==> src/rtl/muxn_pipe_pkg.sv <==
// Shared definitions for the muxn_pipe slice: occupancy state encoding and
// select-width helper.
package muxn_pipe_pkg;

  typedef enum logic [1:0] {
    ST_EMPTY = 2'b00,
    ST_ONE   = 2'b01,
    ST_TWO   = 2'b10
  } occ_state_e;

  localparam int unsigned N_MIN = 2;
  localparam int unsigned N_MAX = 16;

  // Width of an encoded select able to address n inputs; never below 1 bit.
  function automatic int sel_width(input int n);
    int w;
    w = 1;
    while ((1 << w) < n) begin
      w = w + 1;
    end
    return w;
  endfunction

endpackage

==> src/rtl/muxn_sel.sv <==
// Combinational N:1 selector; out-of-range selects saturate to the last input
// and raise oob.
module muxn_sel
  import muxn_pipe_pkg::*;
#(
  parameter int WIDTH = 32,
  parameter int N     = 5,
  localparam int SELW = sel_width(N)
) (
  input  logic [N*WIDTH-1:0] d,
  input  logic [SELW-1:0]    s,
  output logic [WIDTH-1:0]   y,
  output logic               oob
);

  logic [SELW-1:0] sel_idx;

  // With a power-of-two N every encodable select is in range.
  generate
    if (N == (1 << SELW)) begin : g_full
      assign oob = 1'b0;
    end else begin : g_partial
      assign oob = ({1'b0, s} >= (SELW+1)'(N));
    end
  endgenerate

  assign sel_idx = oob ? SELW'(N - 1) : s;

  always_comb begin
    y = '0;
    for (int k = 0; k < N; k++) begin
      if (sel_idx == SELW'(k)) begin
        y = d[k*WIDTH +: WIDTH];
      end
    end
  end

endmodule

==> src/rtl/muxn_pipe.sv <==
// Registered N:1 mux with a two-entry (main + skid) valid/ready pipeline,
// synchronous flush and a sticky out-of-range select flag.
//
// state    | meaning
// ---------+-----------------------------------------------
// ST_EMPTY | nothing buffered, y not valid
// ST_ONE   | main register holds the head beat
// ST_TWO   | main holds the head beat, skid holds the next
module muxn_pipe
  import muxn_pipe_pkg::*;
#(
  parameter int WIDTH = 32,
  parameter int N     = 5,
  localparam int SELW = sel_width(N)
) (
  input  logic               clk,
  input  logic               reset_n,
  input  logic [N*WIDTH-1:0] d,
  input  logic [SELW-1:0]    s,
  input  logic               in_valid,
  output logic               in_ready,
  output logic               out_valid,
  input  logic               out_ready,
  output logic [WIDTH-1:0]   y,
  input  logic               flush,
  output logic               sel_err
);

  occ_state_e       state_q, state_d;
  logic [WIDTH-1:0] main_q, skid_q;
  logic [WIDTH-1:0] sel_word;
  logic             sel_oob;
  logic             in_ready_q, out_valid_q, sel_err_q;
  logic             accept, pop;
  logic             load_main_in, load_main_skid, load_skid;

  muxn_sel #(
    .WIDTH (WIDTH),
    .N     (N)
  ) u_sel (
    .d   (d),
    .s   (s),
    .y   (sel_word),
    .oob (sel_oob)
  );

  assign accept = in_valid && in_ready_q;
  assign pop    = out_valid_q && out_ready;

  always_comb begin
    state_d        = state_q;
    load_main_in   = 1'b0;
    load_main_skid = 1'b0;
    load_skid      = 1'b0;
    if (flush) begin
      state_d = ST_EMPTY;
    end else begin
      unique case (state_q)
        ST_EMPTY: begin
          if (accept) begin
            state_d      = ST_ONE;
            load_main_in = 1'b1;
          end
        end
        ST_ONE: begin
          if (accept && pop) begin
            load_main_in = 1'b1;
          end else if (accept) begin
            state_d   = ST_TWO;
            load_skid = 1'b1;
          end else if (pop) begin
            state_d = ST_EMPTY;
          end
        end
        ST_TWO: begin
          if (pop) begin
            state_d        = ST_ONE;
            load_main_skid = 1'b1;
          end
        end
        default: state_d = ST_EMPTY;
      endcase
    end
  end

  // Handshake outputs are registered copies decoded from the next state.
  always_ff @(posedge clk) begin
    if (!reset_n) begin
      state_q     <= ST_EMPTY;
      in_ready_q  <= 1'b1;
      out_valid_q <= 1'b0;
      main_q      <= '0;
      skid_q      <= '0;
      sel_err_q   <= 1'b0;
    end else begin
      state_q     <= state_d;
      in_ready_q  <= (state_d != ST_TWO);
      out_valid_q <= (state_d != ST_EMPTY);
      if (load_main_in) begin
        main_q <= sel_word;
      end else if (load_main_skid) begin
        main_q <= skid_q;
      end
      if (load_skid) begin
        skid_q <= sel_word;
      end
      if (accept && sel_oob && !flush) begin
        sel_err_q <= 1'b1;
      end
    end
  end

  assign in_ready  = in_ready_q;
  assign out_valid = out_valid_q;
  assign y         = main_q;
  assign sel_err   = sel_err_q;

endmodule

==> config.mk <==
export PLATFORM = sky130hd
export DESIGN_NAME = muxn_pipe
export DESIGN_NICKNAME = d
export VERILOG_FILES = /design/src/rtl/muxn_pipe_pkg.sv /design/src/rtl/muxn_sel.sv /design/src/rtl/muxn_pipe.sv
export SDC_FILE = /design/constraint.sdc
export NUM_CORES = 1
export LEC_CHECK = 0
export ABC_AREA = 1
export BUFFER_PORTS_ARGS = -buffer_cell sky130_fd_sc_hd__buf_2
export CORE_UTILIZATION = 45
export DETAILED_ROUTE_END_ITERATION = 8
export PLACE_DENSITY = 0.8
export RECOVER_POWER = 100
export SLEW_MARGIN = 20
export SYNTH_ARGS = -nofsm -noshare
export SYNTH_HDL_FRONTEND = slang
export SYNTH_HIERARCHICAL = 1
export SYNTH_SLANG_ARGS = --single-unit
==> constraint.sdc <==
create_clock -name clk -period 2.6 [get_ports clk]
set_clock_uncertainty 0.1 [all_clocks]
set_input_delay 0.39 -clock clk [delete_from_list [all_inputs] [get_ports clk]]
set_output_delay 0.39 -clock clk [all_outputs]
set_load 0.005 [all_outputs]
# Word-level counts from Yosys, hierarchy flattened
# Index checks and enable logic that the tools add are counted.
# op_classes
reduce_logical,10
mux,25
n_eq_ne,7
order_cmp,1
# ops
operator,count
$mux 32,7
$mux 2,6
$mux 1,9
$eq 3x2->1 const B,2
$pmux 2 s3,1
$logic_and 1x1->1,5
$reduce_bool 2->1,2
$eq 3x1->1 const B,1
$eq 3x3->1 const B,1
$ge 3x3->1 const B,1
$logic_not 3->1,1
$mux 3,1
$eq 2x1->1 const B,1
$eq 2x2->1 const B,1
$logic_not 2->1,1
$ne 2x2->1 const B,1
$pmux 1 s2,1
$logic_not 1->1,1
# totals
output_inout_bits,35
register_bits,69
wordCells,49
in_bits,168

# Depth between registers and ports, before layout
# Gate-level depths: netlist (run 1).
# depth
ltp_word,9
ltp_mapped,11
depth_no_buf,10

# Modules after synthesis
# Netlist (run 1), hierarchy kept.
# modules_own_cells
module,cells_per_inst,area_each_um2,n_inst
muxn_pipe,456,3166.8,1
muxn_sel,320,1365.1,1

# Worst setup path after synthesis (run 1)
# OpenSTA, ideal clock, no wires.
# synth_timing
path_kind,input to register
startpoint,input s[2]
endpoint,"register main_q[0], in the netlist y[0]"
n_path_buf,2
t_arrival_ps,1349
path_stages,11
path_slack_ps,1019
path_cell_list,buf_2 > inv_2 > nand3_1 > buf_2 > nor2_1 > nor2_1 > nand3_1 > inv_1 > nand3_1 > nand2_1 > a21oi_1
# synth_between
elab_chain_len,9
# synth_lines
item,line,rtl
"start, declared",muxn_pipe.sv:19,"input logic [SELW-1:0] s,"
$ge 3x3->1,muxn_sel.sv:23,"assign oob = ({1'b0, s} >= (SELW+1)'(N));"
$mux 3 *,muxn_sel.sv:27,assign sel_idx = oob ? SELW'(N - 1) : s;
$logic_not 3->1,muxn_sel.sv:32,if (sel_idx == SELW'(k)) begin
$mux 32 (4 in series),muxn_sel.sv:32,
$mux 32 *,muxn_sel.sv:32,
via sel_word[0],muxn_pipe.sv:31,logic [WIDTH-1:0] sel_word;
$mux 32 *,muxn_pipe.sv:99,if (load_main_in) begin
"end signal, assigned",muxn_pipe.sv:100,main_q <= sel_word;
"end signal, assigned",muxn_pipe.sv:102,main_q <= skid_q;
"end, declared",muxn_pipe.sv:30,"logic [WIDTH-1:0] main_q, skid_q;"
# The timed path passes the listed nets; every way through them passes the cells marked *.
# A chain may end at the register's enable or synchronous reset.

# Final worst setup path (run 1)
# layout_timing
startpoint,register state_q[1]
endpoint,"register main_q[16], in the netlist y[16]"
# layout_between
elab_chain_len,4
# layout_lines
item,line,rtl
"start, declared",muxn_pipe.sv:29,"occ_state_e state_q, state_d;"
"start signal, assigned",muxn_pipe.sv:96,state_q <= state_d;
$eq 2x1->1 (tied with other cells),muxn_pipe.sv:58,unique case (state_q)
$pmux 1 s2 / $mux 1 (equally long branches),muxn_pipe.sv:58,
$mux 1,muxn_pipe.sv:55,if (flush) begin
$mux 32 / $reduce_bool 2->1 (equally long branches),n/a,
# Several ways; a longest one is shown, not always the timed one.

==> reports/metrics.yaml, run 1 <==
drt-total-wl_um: 15500
tns_ns: 0
ff2ff_path_depth: 6
final_common_cell: "buf_2"
cts_sinks: 69
synth_cells: 776
regToRegStartpoint: "state_q[1]"
critical_path_buf_inv_count: 1
avgSynthCellArea_um2: 5.84
portBuffers: 202
critical_path.endpoint: "y[16]"
dr.pass1.iters: 5
worstMarginPinSlew_ns: 0.891
avgRoutedWirePerCell_um: 14.2
drc_errors: 0
viasPerCell: 5.20
period_needed_ns: 2.23
overflow: 0
holdCritPathClass: "input port to register"
crit_arrival_ns: 2.35
cts_buffer_depth: 2
slowest_delay_ns: 0.70
cp_num_cells: 6
power.static_leakage_uw: 0.00304
yosys.area.top_type: "dfxtp_1"
drtAntennaViolNets: 0
fill_cells: 1060
critical_path_class: "register to register"
drtIter0Drc: 382
finalMaxSlewViolations: 0
ctsResizeCount: 0
synthToLayoutAreaGrowth_pct: 28.6
grt_pass1_wl_um: 24100
worstReg2RegEnd: "y[16]"
cts_buffers: 9
ys_ff_latch: 69
cts_root_buf: "clkbuf_8"
start_kind: "register"
power_density_nw_per_um2: 487
crit_start: "state_q[1]"
dieHeight_um: 102
place_hpwl_um: 11000
clk_latency_ns: 0.35
power_uw: 2840
htree_levels: 3
grt_antenna_before_repair: 1
nNetsFinal: 1118
cp_cell_sequence: "nor2_4, nand3_1, clkbuf_2, nand2_1, nand2_1, a21oi_1"
place.gp.congestion: 0.921
fin_ws_ns: 0.372
yosysUniqueCellTypes: 20
postCtsSetupRepairBufs: 0
yosys.area.top_type_share: 0.305
pre_cts_ws_ns: 0.394
synth_warnings: 6
maxSlewHeadroom: 0.404
cts_tree: "built"
drv_cap: 0
synthesis.area_um2: 4530
status: "complete, no violations"
finalSetupViolCount: 0
required_ns: 2.73
row_count: 36
grt_start_max_net_pins: 36
path_max_fanout: 20
max_freq_mhz: 449
initial_core_util: 0.464
cpLargestDelayFamily: "simple AND/OR/NAND/NOR gates"
vias: 5664
drive_gt1_frac: 0.237
synth_nets: 944
peakVddDrop_uv: 342
finalHoldViolations: 0
r2r_slack_ns: 0.37
rsz0062_at_grt: "false"
hold_buffers: 0
slowest_stage: "dfxtp_1"
grt_pass1_vias: 4900
cp-end-kind: "register"
die_area_um2: 10500
die_x_um: 102
synth_area_leaders: "dfxtp_1 30%, nand3_1 18%, nand2_1 14%"
period_share: 0.857
ys_seq_area_frac: 0.305
crit_path_frequent_cell: "nand2_1"
final_cell_mix: "177 x buf_2, 167 x nand2_1, 165 x nand3_1"
io_pins: 203
path_clk_slew_ns: 0.07
coreArea_um2: 9770
grt_use_total: 0.299
==> cell families (layout without fill, tap and decap cells) <==
logic type      Yosys count  in the layout  share of synthesized area
flops                    69             69                      0.305
buf+inv                 136            315                      0.128
compound gates           71             71                     0.0795
other cells               0              1                          0
simple gates            500            500                      0.488
==> worst register-to-register path, cell delays in order (launching register included) <==
cell	delay (ns)
dfxtp_1	0.70
nor2_4	0.08
nand3_1	0.64
clkbuf_2	0.38
nand2_1	0.08
nand2_1	0.08
a21oi_1	0.06
==> worst min path at each step <==
| stage | startpoint | endpoint | depth (start not counted) |
|---|---|---|---|
| finish | in_valid | sel_err | 3 |
| global route | in_valid | sel_err | 3 |
| CTS | in_valid | sel_err | 3 |
| detailed placement | sel_err | sel_err | 2 |
| global placement | sel_err | sel_err | 2 |
| floorplan | sel_err | sel_err | 2 |
==> cells in the mapped netlist (all sizes together) <==
cell type and n:
a21oi 33, dfxtp 69, clkbuf 15, nand2 169, nor2 131, nand3 165, inv 76, nand4 33
o211ai 2, nor3 2, buf 45, o21ai 36
==> through the flow <==
stage	cells	utilization	instance area [um2]	hold WS [ns]
after floorplan	776	-	4530	0.347
after global placement	1072	0.575	5620	0.334
after detailed placement	1072	0.575	5620	0.341
after CTS	1088	0.600	5870	0.225
after global routing	1089	0.596	5830	0.230
final	1089	0.596	5830	0.229
==> flip-flops by register name, indices dropped and copies added, names as in the netlist <==
register,count
skid_q,32
out_valid,1
sel_err,1
state_q,2
in_ready,1
y,32
==> layer usage <==
| metal | vias to the layer above | track usage | part of all wire |
|---|---|---|---|
| met5 | - | 0 | 0 |
| met4 | 0 | 0.0912 | 0.016 |
| met3 | 23 | 0.0520 | 0.076 |
| met2 | 246 | 0.464 | 0.45 |
| met1 | 2532 | 0.422 | 0.46 |
| li1 | 2863 | - | - |
==> final cells by class <==
type                            count  area (um2)  share of cell area
Antenna cell                        1        2.50            0.000429
Multi-Input combinational cell    571        2570               0.441
Tap cell                          133         166              0.0286
Sequential cell                    69        1380               0.237
Timing Repair Buffer              223        1170               0.201
Inverter                           76         285              0.0490
Clock buffer                       10         138              0.0236
Clock inverter                      6         110              0.0189
==> power breakdown <==
part | internal (uW) | switching, uW | total (uW) | leakage [uW]
clock network | 661 | 433 | 1090 | 0.000119
logic | 244 | 360 | 605 | 0.00235
registers | 1110 | 31.6 | 1140 | 0.000563
total | 2010 | 824 | 2840 | 0.00304
Power figures use the tool's default switching activity.
==> run 2, diff against run 1 <==
- CELL_PAD_IN_SITES_DETAIL_PLACEMENT: unset -> 0
- CELL_PAD_IN_SITES_GLOBAL_PLACEMENT: unset -> 2
- CORE_UTILIZATION: 45 -> 25
- PLACE_DENSITY: 0.8 -> 0.9
==> reports/metrics.yaml, run 2 (synthesis gave the netlist of run 1 again) <==
cp-end-kind: "register"
period_share: 0.793  # -0.0643
regToRegStartpoint: "out_valid"
portBuffers: 202  # unchanged
hp-start: "in_valid"
clk_latency_ns: 0.33  # -0.02 ns
row_count: 48  # +33%
fill_cells: 2010  # +90%
hold_buffers: 0  # unchanged
maxSlewHeadroom: 0.422  # +0.0182
htree_levels: 3  # unchanged
drtIter0Drc: 447  # +17%
die_x_um: 137  # +33%
power_uw: 3160  # +11%
start_kind: "register"
crit_arrival_ns: 2.23  # -0.12 ns
tns_ns: 0  # unchanged
grt_use_total: 0.194  # -0.105
die_area_um2: 18700  # +78%
avgRoutedWirePerCell_um: 15.2  # +6.7%
slowest_stage: "inv_2"
slowest_delay_ns: 0.46  # -0.24 ns
place.gp.congestion: 0.867  # -5.9%
holdWs_ns: 0.249  # +0.0204 ns
ctsResizeCount: 0  # unchanged
required_ns: 2.77  # +0.04 ns
drive_gt1_frac: 0.236  # about the same
overflow: 0  # unchanged
cts_sinks: 69  # unchanged
grt_pass1_vias: 5151  # +5.1%
place_hpwl_um: 13100  # +19%
drc_errors: 0  # unchanged
hold_path_end: "sel_err"
cts_buffer_depth: 2  # unchanged
critical_path_class: "register to register"
coreArea_um2: 17500  # +79%
power.static_leakage_uw: 0.00309  # +1.7%
dr.pass1.iters: 6  # +1
r2r_slack_ns: 0.54  # +0.17 ns
crit_start: "out_valid"
initial_core_util: 0.259  # -0.204
holdCritPathClass: "input port to register"
grt_antenna_before_repair: 1  # unchanged
regArea_um2: 1380  # unchanged
drtAntennaViolNets: 0  # unchanged
viasPerCell: 4.79  # -7.9%
fin_area_um2: 6040  # +3.6%
cts_buffers: 9  # unchanged
grt_start_max_net_pins: 41  # +14%
cp_cell_sequence: "nand2_1, nand2_1, inv_1, nand2_2, inv_2, nor2_1, nor2_1"
finalSetupViolCount: 0  # unchanged
ff2ff_path_depth: 7  # +1
cts_root_buf: "clkbuf_16"
cts_tree: "built"
nNetsFinal: 1123  # +0.45%
critical_path_buf_inv_count: 2  # +1
final_common_cell: "buf_2"
final_cell_mix: "174 x buf_2, 167 x nand2_1, 165 x nand3_1"
drt-total-wl_um: 18000  # +16%
status: "complete, no violations"
synthToLayoutAreaGrowth_pct: 33.2
postCtsSetupRepairBufs: 0  # unchanged
cpLargestDelayFamily: "simple AND/OR/NAND/NOR gates"
worstMarginPinSlew_ns: 0.867  # -0.0248 ns
path_max_fanout: 32  # +60%
period_needed_ns: 2.06  # -0.167 ns
drv_cap: 0  # unchanged
dieHeight_um: 137  # +33%
path_clk_slew_ns: 0.05  # -0.02 ns
max_freq_mhz: 485  # +8.1%
rsz0062_at_grt: "false"
finalMaxSlewViolations: 0  # unchanged
placed_cell_area_um2: 5730  # +2.0%
final_core_util: 0.346  # -0.251
io_pins: 203  # unchanged
peakVddDrop_uv: 310  # -9.3%
worstReg2RegEnd: "skid_q[4]"
vias: 5684  # +0.35%
multi_input_area_um2: 2570  # unchanged
power_density_nw_per_um2: 523  # +7.4%
finalHoldViolations: 0  # unchanged
hold_path_depth: 3  # unchanged
grt_pass1_wl_um: 27800  # +15%
-- run 2: worst max-delay path by stage --
stage,cells after the start,slack [ns],end
after floorplan,11,1.02,y[0]
after detailed placement,11,0.57,y[13]
after global routing,7,0.32,skid_q[2]
after global placement,11,0.58,y[13]
final,7,0.54,skid_q[4]
after CTS,7,0.75,skid_q[9]
-- run 2: final cells by class --
type                            count  area share
Tap cell                          225      0.0466
Clock buffer                       13      0.0464
Antenna cell                        1    0.000414
Timing Repair Buffer              228       0.194
Clock inverter                      3      0.0108
Multi-Input combinational cell    571       0.426
Sequential cell                    69       0.229
Inverter                           76      0.0472
-- run 2: power breakdown --
group	internal [uW]	switching [uW]	total (uW)
sequential	1110	29.2	1140
combinational	242	379	621
clock	943	457	1400
-- run 2: worst reg2reg max path, stage by stage (launching register included) --
cell,delay [ns]
dfxtp_1,0.31
nand2_1,0.14
nand2_1,0.41
inv_1,0.26
nand2_2,0.09
inv_2,0.47
nor2_1,0.11
nor2_1,0.11
-- run 2: per-layer routing --
layer,wire length [um],global-route usage,vias up
li1,-,-,2880
met1,8510,0.285,2551
met2,7760,0.284,236
met3,1440,0.0337,17
met4,280,0.0580,0
met5,0,0,-
-- run 2: metrics by stage --
step / worst slack, ns / std cells
6_report: 0.539 / 1186
5_1_grt: 0.319 / 1186
3_5_place_dp: 0.569 / 1169
4_1_cts: 0.746 / 1185
2_1_floorplan: 1.02 / 776
3_3_place_gp: 0.576 / 1169
==> run 3, diff against run 2 <==
- CORE_UTILIZATION: 25 -> 23
- PLACE_DENSITY: 0.9 -> 0.84
- clock period: 2.6 -> 1.9 ns (I/O delays scaled with it)
==> reports/metrics.yaml, run 3 (synthesis gave the netlist of run 1 again) <==
status: "complete, no violations"
hold_buffers: 0  # unchanged
path_max_fanout: 20  # -38%
synthToLayoutAreaGrowth_pct: 36.6
htree_levels: 3  # unchanged
postCtsSetupRepairBufs: 0  # unchanged
cts_root_buf: "clkbuf_16"
use_met1: 0.262  # -0.0223
power.static_leakage_uw: 0.00313  # +1.3%
cts_tree: "built"
vias: 5496  # -3.3%
drv_cap: 0  # unchanged
drc_errors: 0  # unchanged
final_cell_mix: "173 x buf_2, 167 x nand2_1, 164 x nand3_1"
path_clk_slew_ns: 0.06  # about the same
finalSetupViolCount: 0  # unchanged
row_count: 50  # +4.2%
clk_latency_ns: 0.33  # about the same
initial_core_util: 0.238  # -0.0210
drtAntennaViolNets: 0  # unchanged
overflow: 0  # unchanged
period_share: 0.860  # +0.0673
die_area_um2: 20300  # +8.6%
drt-total-wl_um: 18200  # +1.2%
finalHoldViolations: 0  # unchanged
required_ns: 2.02  # -0.75 ns
cts_sinks: 69  # unchanged
power_density_nw_per_um2: 706  # +35%
grt_pass1_vias: 5284  # +2.6%
grt_use_total: 0.179  # -0.0151
cp-end-kind: "register"
grt_antenna_before_repair: 0  # -1
nNetsFinal: 1127  # +0.36%
place_inst: 1208  # +3.3%
holdCritPathClass: "input port to register"
place_hpwl_um: 13400  # +2.5%
finalMaxSlewViolations: 0  # unchanged
crit_arrival_ns: 1.76  # -0.47 ns
cp_num_cells: 7  # unchanged
rsz0062_at_grt: "false"
grt_start_max_net_pins: 65  # +59%
die_x_um: 142  # +4.2%
busiest_layer: "met2"
max_freq_mhz: 612  # +26%
met2_usage: 0.268  # -0.0165
cpLargestDelayFamily: "simple AND/OR/NAND/NOR gates"
drive_gt1_frac: 0.238  # +0.00109
stdcell_count: 1224  # +3.2%
ctsResizeCount: 0  # unchanged
critical_path_buf_inv_count: 2  # unchanged
start_kind: "register"
power_uw: 4370  # +38%
hold_path_depth: 3  # unchanged
slowest_delay_ns: 0.30  # -0.16 ns
crit_path_frequent_cell: "nand2_1"
maxSlewHeadroom: 0.739  # +0.316
cts_buffer_depth: 2  # unchanged
final_common_cell: "buf_2"
peakVddDrop_uv: 432  # +39%
dieHeight_um: 142  # +4.2%
period_needed_ns: 1.63  # -0.427 ns
worstMarginPinSlew_ns: 0.391  # -0.476 ns
dr.pass1.iters: 4  # -2
ff2ff_path_depth: 7  # unchanged
drtIter0Drc: 306  # -32%
critical_path_class: "register to register"
portBuffers: 202  # unchanged
cts_buffers: 9  # unchanged
avgRoutedWirePerCell_um: 14.9  # -1.9%
met3_usage: 0.0273  # -0.00645
place.gp.congestion: 0.889  # +2.6%
slowest_stage: "dfxtp_1"
coreArea_um2: 19000  # +8.8%
tns_ns: 0  # unchanged
num_antenna_cells: 0  # -1
final_core_util: 0.325  # -0.0201
cp_cell_sequence: "nand2_1, nand2_1, inv_2, nand2_2, buf_4, o21ai_0, nor2_1"
viasPerCell: 4.49  # -6.3%
grt_pass1_wl_um: 28200  # +1.4%
fill_cells: 2261  # +12%
io_pins: 203  # unchanged
==> run 3: cell count changes in the layout (fill, tap and decap cells not counted), moves of 3 or more <==
cell	before	now
buf_12	0	7
clkbuf_1	27	30
buf_4	26	23
clkbuf_8	4	0
==> run 3: final timing paths <==
| path | slack, ns | from | to |
|---|---|---|---|
| setup reg to reg | 0.27 | out_valid | skid_q[14] |
| setup / recovery | 0.27 | out_valid | skid_q[14] |
| hold / removal | 0.16 | in_valid | sel_err |
| hold reg to reg | 0.36 | sel_err | sel_err |
==> run 3: metrics by stage <==
| stage | hold WS (ns) | setup WS, ns | instance area (um2) |
|---|---|---|---|
| 2_1_floorplan | 0.304 | 0.424 | 4530 |
| 3_3_place_gp | 0.342 | 0.0642 | 5890 |
| 3_5_place_dp | 0.351 | 0.0454 | 5890 |
| 4_1_cts | 0.145 | 0.261 | 6230 |
| 5_1_grt | 0.208 | 0.101 | 6190 |
| 6_report | 0.156 | 0.266 | 6190 |
==> run 3: worst register-to-register path, delay by kind of cell (launching register included) <==
| family | cells | cell delay, ns |
|---|---|---|
| AND/OR/NAND/NOR | 4 | 0.54 |
| AO/OA/AOI/OAI | 1 | 0.20 |
| buffers and inverters | 2 | 0.38 |
| flip-flops | 1 | 0.30 |
==> run 3: cell type report <==
type                            count  area (um2)  share of cell area
Timing Repair Buffer              232        1290               0.208
Inverter                           76         285              0.0461
Tap cell                          260         325              0.0526
Sequential cell                    69        1380               0.223
Clock buffer                       10         229              0.0370
Multi-Input combinational cell    571        2570               0.415
Clock inverter                      6         111              0.0180
==> run 3: routing by layer <==
metal,up-vias,part of all wire
li1,2875,-
met1,2434,0.51
met2,172,0.42
met3,15,0.050
met4,0,0.013
met5,-,0
==> run 3: power breakdown <==
part	internal (uW)	switching, uW	leakage [uW]
sequential	1520	36.7	0.000563
clock	1280	659	0.000163
combinational	353	521	0.00240
total	3150	1220	0.00313
